## src/rtl/sha256d_miner.sv

```systemverilog
// Double-SHA-256 nonce sweeper around one streaming compression core.
// Optional MIDSTATE_CACHE_EN keeps the first-block digest so later nonces skip the refetch.
module sha256_stream (
    input  logic         clk,
    input  logic         rst_n,
    input  logic         start,
    input  logic         rdy,
    input  logic [31:0]  data,
    output logic [3:0]   addr,
    output logic         rq,
    input  logic [255:0] state_in,
    output logic [255:0] state_out,
    output logic         done
);
    localparam logic [31:0] K [64] = '{
        32'h428a2f98, 32'h71374491, 32'hb5c0fbcf, 32'he9b5dba5, 32'h3956c25b, 32'h59f111f1, 32'h923f82a4, 32'hab1c5ed5,
        32'hd807aa98, 32'h12835b01, 32'h243185be, 32'h550c7dc3, 32'h72be5d74, 32'h80deb1fe, 32'h9bdc06a7, 32'hc19bf174,
        32'he49b69c1, 32'hefbe4786, 32'h0fc19dc6, 32'h240ca1cc, 32'h2de92c6f, 32'h4a7484aa, 32'h5cb0a9dc, 32'h76f988da,
        32'h983e5152, 32'ha831c66d, 32'hb00327c8, 32'hbf597fc7, 32'hc6e00bf3, 32'hd5a79147, 32'h06ca6351, 32'h14292967,
        32'h27b70a85, 32'h2e1b2138, 32'h4d2c6dfc, 32'h53380d13, 32'h650a7354, 32'h766a0abb, 32'h81c2c92e, 32'h92722c85,
        32'ha2bfe8a1, 32'ha81a664b, 32'hc24b8b70, 32'hc76c51a3, 32'hd192e819, 32'hd6990624, 32'hf40e3585, 32'h106aa070,
        32'h19a4c116, 32'h1e376c08, 32'h2748774c, 32'h34b0bcb5, 32'h391c0cb3, 32'h4ed8aa4a, 32'h5b9cca4f, 32'h682e6ff3,
        32'h748f82ee, 32'h78a5636f, 32'h84c87814, 32'h8cc70208, 32'h90befffa, 32'ha4506ceb, 32'hbef9a3f7, 32'hc67178f2};

    logic [31:0] hin [8];
    logic [31:0] v   [8];
    logic [31:0] nv  [8];
    logic [31:0] w   [16];
    logic [5:0]  idx;
    logic        run;
    logic        adv;
    logic [31:0] wt, t1, t2;

    function automatic logic [31:0] rotr(input logic [31:0] x, input int n);
        return (x >> n) | (x << (32 - n));
    endfunction

    // Rounds 0..15 consume a bus word each, so they advance only on rdy.
    always_comb begin
        adv = run && ((idx[5:4] != 2'b00) || rdy);
        wt  = (idx[5:4] == 2'b00) ? data :
              (rotr(w[14], 17) ^ rotr(w[14], 19) ^ (w[14] >> 10)) + w[9] +
              (rotr(w[1], 7) ^ rotr(w[1], 18) ^ (w[1] >> 3)) + w[0];
        t1  = v[7] + (rotr(v[4], 6) ^ rotr(v[4], 11) ^ rotr(v[4], 25)) +
              ((v[4] & v[5]) ^ (~v[4] & v[6])) + K[idx] + wt;
        t2  = (rotr(v[0], 2) ^ rotr(v[0], 13) ^ rotr(v[0], 22)) +
              ((v[0] & v[1]) ^ (v[0] & v[2]) ^ (v[1] & v[2]));
        nv[0] = t1 + t2;
        nv[1] = v[0];
        nv[2] = v[1];
        nv[3] = v[2];
        nv[4] = v[3] + t1;
        nv[5] = v[4];
        nv[6] = v[5];
        nv[7] = v[6];
    end

    assign rq   = run && (idx[5:4] == 2'b00);
    assign addr = idx[3:0];

    always_ff @(posedge clk or negedge rst_n) begin
        if (!rst_n) begin
            for (int i = 0; i < 8; i++) begin
                hin[i] <= '0;
                v[i]   <= '0;
            end
            for (int i = 0; i < 16; i++) w[i] <= '0;
            idx       <= '0;
            run       <= 1'b0;
            done      <= 1'b0;
            state_out <= '0;
        end else begin
            done <= 1'b0;
            if (start) begin
                for (int i = 0; i < 8; i++) begin
                    hin[i] <= state_in[(7 - i) * 32 +: 32];
                    v[i]   <= state_in[(7 - i) * 32 +: 32];
                end
                idx <= '0;
                run <= 1'b1;
            end else if (adv) begin
                for (int i = 0; i < 8; i++) v[i] <= nv[i];
                for (int i = 0; i < 15; i++) w[i] <= w[i + 1];
                w[15] <= wt;
                idx   <= idx + 6'd1;
                if (idx == 6'd63) begin
                    run  <= 1'b0;
                    done <= 1'b1;
                    for (int i = 0; i < 8; i++) state_out[(7 - i) * 32 +: 32] <= hin[i] + nv[i];
                end
            end
        end
    end
endmodule

module sha256d_miner #(
    parameter int NONCE_W   = 8,
    parameter int ZERO_BITS = 16
) (
    input  logic         clk,
    input  logic         rst_n,
    input  logic         start,
    input  logic         abort,
    input  logic [31:0]  nonce_base,
    input  logic         rdy,
    input  logic [31:0]  data,
    output logic [4:0]   addr,
    output logic         rq,
    output logic         busy,
    output logic         found,
    output logic [31:0]  nonce_out,
    output logic [255:0] hash,
    output logic         done
);
    typedef enum logic [2:0] {IDLE, BLOCK1, BLOCK2, DOUBLE, CHECK} state_t;
    localparam logic [255:0] IV =
        256'h6a09e667bb67ae853c6ef372a54ff53a510e527f9b05688c1f83d9ab5be0cd19;

    state_t state, state_nxt;
    logic [31:0] nonce, data_q, core_data, h7_be;
    logic [NONCE_W-1:0] cnt;
    logic [255:0] core_out, core_state_in, chain;
    logic [3:0] core_addr;
    logic core_start, core_start_nxt, core_rdy, core_rq, core_done;
    logic rdy_q, fetch, pass, fin_found, fin_done, latch, step;
`ifdef MIDSTATE_CACHE_EN
    logic [255:0] midstate;
    logic mid_we;
    assign chain = midstate;
`else
    assign chain = core_out;
`endif

    function automatic logic [31:0] bswap(input logic [31:0] x);
        return {x[7:0], x[15:8], x[23:16], x[31:24]};
    endfunction

    sha256_stream u_core (
        .clk(clk), .rst_n(rst_n), .start(core_start), .rdy(core_rdy), .data(core_data),
        .addr(core_addr), .rq(core_rq), .state_in(core_state_in), .state_out(core_out), .done(core_done)
    );

    assign h7_be = bswap(core_out[31:0]);
    assign pass  = (h7_be >> (32 - ZERO_BITS)) == 32'd0;
    assign busy  = (state != IDLE);
    assign fetch = (state == BLOCK1) || (state == BLOCK2 && core_addr < 4'd3);
    // A word already registered in rdy_q holds the request low so the bus cannot present it twice.
    assign rq    = fetch && core_rq && !rdy_q && !core_start;
    assign addr  = {1'b0, core_addr} + ((state == BLOCK2) ? 5'd16 : 5'd0);
    assign core_state_in = (state == BLOCK2) ? chain : IV;

    always_comb begin
        core_data = data_q;
        core_rdy  = fetch && rdy_q;
        if (state == BLOCK2 && !fetch) begin
            core_rdy = 1'b1;
            case (core_addr)
                4'd3:    core_data = bswap(nonce);
                4'd4:    core_data = 32'h80000000;
                4'd15:   core_data = 32'h00000280;
                default: core_data = 32'h0;
            endcase
        end else if (state == DOUBLE) begin
            core_rdy = 1'b1;
            if (!core_addr[3])          core_data = core_out[{~core_addr[2:0], 5'd0} +: 32];
            else if (core_addr == 4'd8) core_data = 32'h80000000;
            else if (core_addr == 4'd15) core_data = 32'h00000100;
            else                         core_data = 32'h0;
        end
    end

    always_ff @(posedge clk or negedge rst_n) begin
        if (!rst_n) state <= IDLE;
        else        state <= state_nxt;
    end

    // core_done is ignored while core_start is high: a block abandoned by abort may still finish then.
    always_comb begin
        state_nxt      = state;
        core_start_nxt = 1'b0;
        fin_found      = 1'b0;
        fin_done       = 1'b0;
        latch          = 1'b0;
        step           = 1'b0;
`ifdef MIDSTATE_CACHE_EN
        mid_we         = 1'b0;
`endif
        case (state)
            IDLE: if (start) begin
                state_nxt = BLOCK1; core_start_nxt = 1'b1; latch = 1'b1;
            end
            BLOCK1: if (core_done && !core_start) begin
                state_nxt = BLOCK2; core_start_nxt = 1'b1;
`ifdef MIDSTATE_CACHE_EN
                mid_we = 1'b1;
`endif
            end
            BLOCK2: if (core_done && !core_start) begin
                state_nxt = DOUBLE; core_start_nxt = 1'b1;
            end
            DOUBLE: if (core_done && !core_start) state_nxt = CHECK;
            CHECK: begin
                if (pass) begin
                    state_nxt = IDLE; fin_found = 1'b1; fin_done = 1'b1;
                end else if (&cnt) begin
                    state_nxt = IDLE; fin_done = 1'b1;
                end else begin
                    step = 1'b1; core_start_nxt = 1'b1;
`ifdef MIDSTATE_CACHE_EN
                    state_nxt = BLOCK2;
`else
                    state_nxt = BLOCK1;
`endif
                end
            end
            default: state_nxt = IDLE;
        endcase
        if (abort && state != IDLE && !(state == CHECK && pass)) begin
            state_nxt = IDLE; core_start_nxt = 1'b0; fin_done = 1'b1; step = 1'b0;
`ifdef MIDSTATE_CACHE_EN
            mid_we = 1'b0;
`endif
        end
    end

    always_ff @(posedge clk or negedge rst_n) begin
        if (!rst_n) begin
            core_start <= 1'b0;
            rdy_q      <= 1'b0;
            data_q     <= '0;
            found      <= 1'b0;
            done       <= 1'b0;
            nonce      <= '0;
            cnt        <= '0;
            nonce_out  <= '0;
            hash       <= '0;
`ifdef MIDSTATE_CACHE_EN
            midstate   <= '0;
`endif
        end else begin
            core_start <= core_start_nxt;
            rdy_q      <= rq && rdy;
            data_q     <= data;
            found      <= fin_found;
            done       <= fin_done;
            if (latch) begin
                nonce <= nonce_base;
                cnt   <= '0;
            end else if (step) begin
                nonce <= nonce + 32'd1;
                cnt   <= cnt + NONCE_W'(1);
            end
            if (fin_found) begin
                nonce_out <= nonce;
                hash      <= core_out;
            end
`ifdef MIDSTATE_CACHE_EN
            if (mid_we) midstate <= core_out;
`endif
        end
    end
endmodule

```

## config.mk

```make
export PLATFORM = sky130hd
export DESIGN_NAME = sha256d_miner
export DESIGN_NICKNAME = d
export VERILOG_FILES = /design/src/rtl/sha256d_miner.sv
export SDC_FILE = /design/constraint.sdc
export NUM_CORES = 2
export LEC_CHECK = 0
export CAP_MARGIN = 20
export CORE_MARGIN = 2
export CORE_UTILIZATION = 57
export DETAILED_ROUTE_END_ITERATION = 12
export DONT_BUFFER_PORTS = 1
export MAX_ROUTING_LAYER = met4
export PLACE_DENSITY_LB_ADDON = 0.08
export SLEW_MARGIN = 20
export SYNTH_ARGS = -nofsm -noshare
export SYNTH_HDL_FRONTEND = slang
export SYNTH_SLANG_ARGS = --single-unit
```

## constraint.sdc

```tcl
create_clock -name clk -period 13.6 [get_ports clk]
set_input_delay 2.04 -clock clk [delete_from_list [all_inputs] [get_ports clk]]
set_output_delay 2.04 -clock clk [all_outputs]
set_load 0.02 [all_outputs]
```

# == Word-level counts from Yosys, hierarchy flattened ==
# Memories as Yosys holds them, arrays and structs flattened.
# Index checks and enable logic that the tools add are counted.
# totals
out_inout_bits,297
ff_bits,1655
elab_cells,198
mem_count,1
in_bits,69
romBits,2048
# mem_list
name,words,width,rd,rd_ports_with_merged_regs,write_ports,line,source
(name not given),64,32,1,0,0,45,((v[4] & v[5]) ^ (~v[4] & v[6])) + K[idx] + wt;
# classes
muxes,50
n_reduce_logical,33
order_cmp,2
shifts,1
addsub,22
n_bitwise,30
n_eq_ne,13
# op_table
op,n
$mux 256,3
$add 32x32->32,18
$mux 32,9
$xor 32x32->32,9
$shiftx 256x9->32,1
$and 32x32->32,5
$pmux 32 s3,1
$add 32x1->32 const B,1
$logic_not 32->1,1
$not 32->32,1
$or 10x32->32,1
$or 13x32->32,1
$or 14x32->32,1
$or 15x32->32,1
$or 19x32->32,1
$or 21x32->32,1
$or 25x32->32,1
$or 26x32->32,1
$or 30x32->32,1
$or 7x32->32,1
$xor 32x22->32,1
$xor 32x29->32,1
$mux 1,24
$mux 8,2
35 further kinds,64

# == Longest topological paths before layout ==
# logic_depth
word_depth,11
mapped_depth,52

# == Hierarchy ==
# Synthesis repeated with hierarchy kept, for this count alone.
# unflattened
hier_cells,10614
area_unflattened_um2,94456.8
# by_module_without_submodules
module,cells_per_inst,n_inst,area_each_um2
sha256_stream,8571,1,76060.4
sha256d_miner,2043,1,18396.4

# == Least setup slack after synthesis ==
# Ideal clock, no wire load.
# synth_timing
path_type,reg-to-reg
from,register u_core.idx[0]
to,register u_core.state_out[255]
synth_period_minus_slack_ns,10.519
arrival_time_ns,10.383
stages_incl_launch_ff,48
path_buffers,4
slack_ns,3.081
cell_sequence,dfrtp_1 -> clkbuf_1 -> clkbuf_1 -> buf_2 -> clkinv_1 -> ha_1 -> clkbuf_1 -> nand2_1 -> nand2_1 -> o31ai_1 -> mux4_2 -> fa_1 -> inv_1 -> fa_1 -> fa_1 -> ha_1 -> a21o_1 -> a21oi_1 -> (+12 left out) -> nor2_1 -> o21ai_0 -> nand2b_1 -> a21oi_1 -> xnor2_1 -> ha_1 -> a21o_1 -> a21o_1 -> a21oi_1 -> o21a_1 -> a31oi_1 -> a211oi_1 -> o211a_1 -> o21bai_1 -> a21oi_1 -> xnor2_1 -> xnor2_1 -> o21ai_0
# synth_via
elab_chain_len,10
word_cells_on_any_way,33
cone_classes,add/sub (4); order compare (1); eq/ne (5); shift (1); mux (11); bitwise (2); reduce/logical (8); memory (1)
# synth_rtl
element,line,source
"start, declared",29,logic [5:0] idx;
"start signal, assigned",85,idx <= idx + 6'd1;
branches (longest 10 deep; another with $mem_v2 64x32),-,
"end signal, assigned",71,state_out <= '0;
"end, declared",12,"output logic [255:0] state_out,"
# Parallel ways; which one is timed is not known. The select of a mux whose other input is x is not followed.
# A chain may end at the register's enable or synchronous reset.

# == Worst setup path in the final report ==
# layout_timing
from,register u_core.w[57] in the netlist's numbering
to,register u_core.state_out[255]
# layout_via
elab_chain_len,10
word_cells_on_any_way,11
cone_classes,add/sub (6); mux (1); bitwise (4)
# layout_rtl
element,line,source
"start, declared",28,logic [31:0] w [16];
$or 13x32->32 / $or 15x32->32 (equally long branches),35,return (x >> n) | (x << (32 - n));
$xor 32x32->32,42,"(rotr(w[14], 17) ^ rotr(w[14], 19) ^ (w[14] >> 10)) + w[9] +"
$xor 32x22->32 (*),42,
$add 32x32->32 (*) (2 in a row),42,
$add 32x32->32 (*),43,"(rotr(w[1], 7) ^ rotr(w[1], 18) ^ (w[1] >> 3)) + w[0];"
$mux 32 (*),41,wt = (idx[5:4] == 2'b00) ? data :
$add 32x32->32 (*),45,
$add 32x32->32 (*),48,nv[0] = t1 + t2;
$add 32x32->32 (*),89,for (int i = 0; i < 8; i++) state_out[(7 - i) * 32 +: 32] <= hin[i] + nv[i];
# Mark *: on every way between the ends. The rest lies on a longest branch, timed or not.

==> reports/qor.txt <==
DP Area - 0.09447 mm^2
Clock slew at reported path FFs - 0.06 ns
Top post-synthesis cells by area - dfrtp_1, nand2_1, ha_1, o21ai_0, fa_1
Max Fclk - 0.08121 GHz
Die area - 0.1658 mm^2
Hold Slack - 0.4404 ns
Largest net degree at the start of global routing - 221
Slew margin rel. - 0.1626
Critical path startpoint category - flop
Initial core utilization - 0.5759
Clk Latency, worst-skew pair - 0.86 ns
Post-Synthesis Cells - 9845
Num CTS Buffers - 174
Ratio of cells with drive above 1 in the final layout - 0.08492
1st-pass router iterations - 6
CTS tree - yes
Nets - 10240
Syn Area/Cell - 9.414 um^2
First-pass GRT wire length - 510800 um
Synth warn - 0
Die X - 407.2 um
Layout Skew - 0.05071 ns
Fill count - 13130
Top-count cell post-synth - nand2_1
Placer congestion estimate - 1.069
Final instance area - 0.1007 mm^2
CP max FO - 6
Input/output buffers - 0
Asr flop ratio synth - 1.000
Status - completed
Number of setup buffers added after CTS - 0
Crit path DAT - 13.01 ns
Worst-margin pin slew - 1.247 ns
Max cap viols - 0
Endpoints failing setup - 0
Cts repair resizes - 0
Vias in the first global route - 72870
Setup CP Type - reg -> reg
Library cells used by synthesis - 93
Fin crit period - 12.31 ns
Antenna violations before repair - 31
Placed cell count - 11550
Final Hold Fails - 0
DP Wirelength - 264900 um
Row count - 147
Drt first-iter violations - 9912
DRT antenna net count - 0
Seq cells post-synth - 1655
Most used cell, CP - a21o_1
Critical Path RT - 14.30 ns
IO Count - 366
Crit-path slowest cell - a21boi_0
Post-route insts no fill - 11900
Synthesized area - 0.09268 mm^2
Core ar. - 0.1609 mm^2
Clock sink count - 1655
Vias per inst - 6.322
Gr ovfl total - 0
Root Driver - clkbuf_16
Total Wirelength - 353200 um
Clock tree buffer depth - 3
Crit. End Element - flop
Synth area leader - dfrtp_1
Die height - 407.2 um
Main synth FF type - dfrtp_1
Total track usage - 0.4348
Slew Limit Fails - 0
Per-cell routed wire length - 29.67 um
DRC - 0
Fin crit share - 0.9054
Area Overhead vs Synth - 8.618%
Hold Path Class - reg -> reg
Yosys top cell area share - 0.4469
Post-synth EDFFs - 0
CP max stage delay - 0.93 ns
Setup TNS - 0 ns
Top post-synthesis cells by count - nand2_1, dfrtp_1, o21ai_0
Hold buffers post-CTS - 0
Vias - 75250
RSZ-0062 raised after global routing - no
Seq/Total Area, Yosys - 0.4469
H-tree levels - 4
Post-Syn Nets - 10520
[worst paths after layout]
path	start	endpoint	slack, ns	depth (start not counted)
worst max-delay path	u_core.w[57]	u_core.state_out[255]	1.29	47
min in group asynchronous	rst_n	hash[6]	0.92	0
max in group asynchronous	rst_n	u_core.nv[223]	8.41	7
worst min-delay path	u_core.w[9]	u_core.w[41]	0.44	2
worst min register to register	u_core.w[9]	u_core.w[41]	0.44	2
worst max register to register	u_core.w[57]	u_core.state_out[255]	1.29	47
[per-layer routing]
| metal | GRT usage | vias up | share of wire |
|---|---|---|---|
| met1 | 0.5527 | 37480 | 0.38 |
| met2 | 0.6230 | 4083 | 0.44 |
| met4 | 0.2483 | 0 | 0.070 |
| met3 | 0.1245 | 944 | 0.11 |
| li1 | - | 32750 | - |
| met5 | - | - | 0 |
[layout by cell type (no fill, tap or decap), types with 40 or more instances in the layout]
| cell type | netlist | routed |
|---|---|---|
| a211oi_1 | 40 | 40 |
| a21o_1 | 208 | 208 |
| a21oi_1 | 378 | 378 |
| a31oi_1 | 157 | 157 |
| buf_4 | 5 | 110 |
| clkbuf_16 | 0 | 178 |
| dfrtp_1 | 1655 | 1649 |
| fa_1 | 195 | 195 |
| ha_1 | 407 | 407 |
| inv_1 | 415 | 414 |
| mux2_2 | 278 | 278 |
| mux2i_1 | 173 | 173 |
| mux4_2 | 69 | 69 |
| nand2_1 | 2286 | 2284 |
| nand2b_1 | 80 | 80 |
| nand3_1 | 200 | 200 |
| nor2_1 | 522 | 518 |
| nor2b_1 | 63 | 63 |
| nor3_1 | 70 | 70 |
| o21a_1 | 54 | 53 |
| o21ai_0 | 810 | 810 |
| o21ai_1 | 50 | 49 |
| o22a_1 | 66 | 66 |
| o31ai_1 | 43 | 42 |
| xnor2_1 | 385 | 385 |
| xor2_1 | 242 | 242 |
[logic make-up after synthesis]
group	count (synthesis)	share of synthesized area
multiplexers	521	0.06935
AO/OA/AOI/OAI	2049	0.1352
XOR/XNOR	628	0.05943
flip-flops	1655	0.4469
adder cells (fa/ha/maj)	620	0.09901
AND/OR/NAND/NOR	3370	0.1487
buffers and inverters	1002	0.04141
[sequential cells by signal (all words and copies together) (netlist names), 64 cells and up]
signal and count:
u_core.nv 192, u_core.w 512, hash 256, u_core.state_out 256, u_core.hin 256, u_core.v 64
[final cells by class]
cell class | instances | area, um^2 | area share
multi-input combinational | 7188 | 47490 | 0.4717
sequential | 1655 | 41430 | 0.4116
clock buffer | 243 | 5019 | 0.04986
tap | 2160 | 2703 | 0.02685
inverter | 419 | 1578 | 0.01567
timing repair buffer | 131 | 1335 | 0.01326
clock inverter | 79 | 1041 | 0.01034
antenna | 28 | 70.07 | 0.0006961
[through the flow]
step                        util  setup slack (ns)
final                     0.6255             1.286
after global routing      0.6254            0.7189
after CTS                 0.6247             1.519
after detailed placement  0.5870             1.558
after global placement    0.5865             1.510
after floorplan                -             3.081
[worst max-delay path: cells and delay by family (launching register included)]
kind / cells / cell delay [ns]
DFF: 1 / 0.64
buffers and inverters: 3 / 0.19
and+or+nand+nor: 5 / 0.75
AOI/OAI and AO/OA: 24 / 5.66
adders and majority gates: 9 / 4.06
xor gates and xnor gates: 6 / 0.86
Power is not shown: default switching activity piles up to over one toggle a cycle in this logic, so the estimate is an artifact.
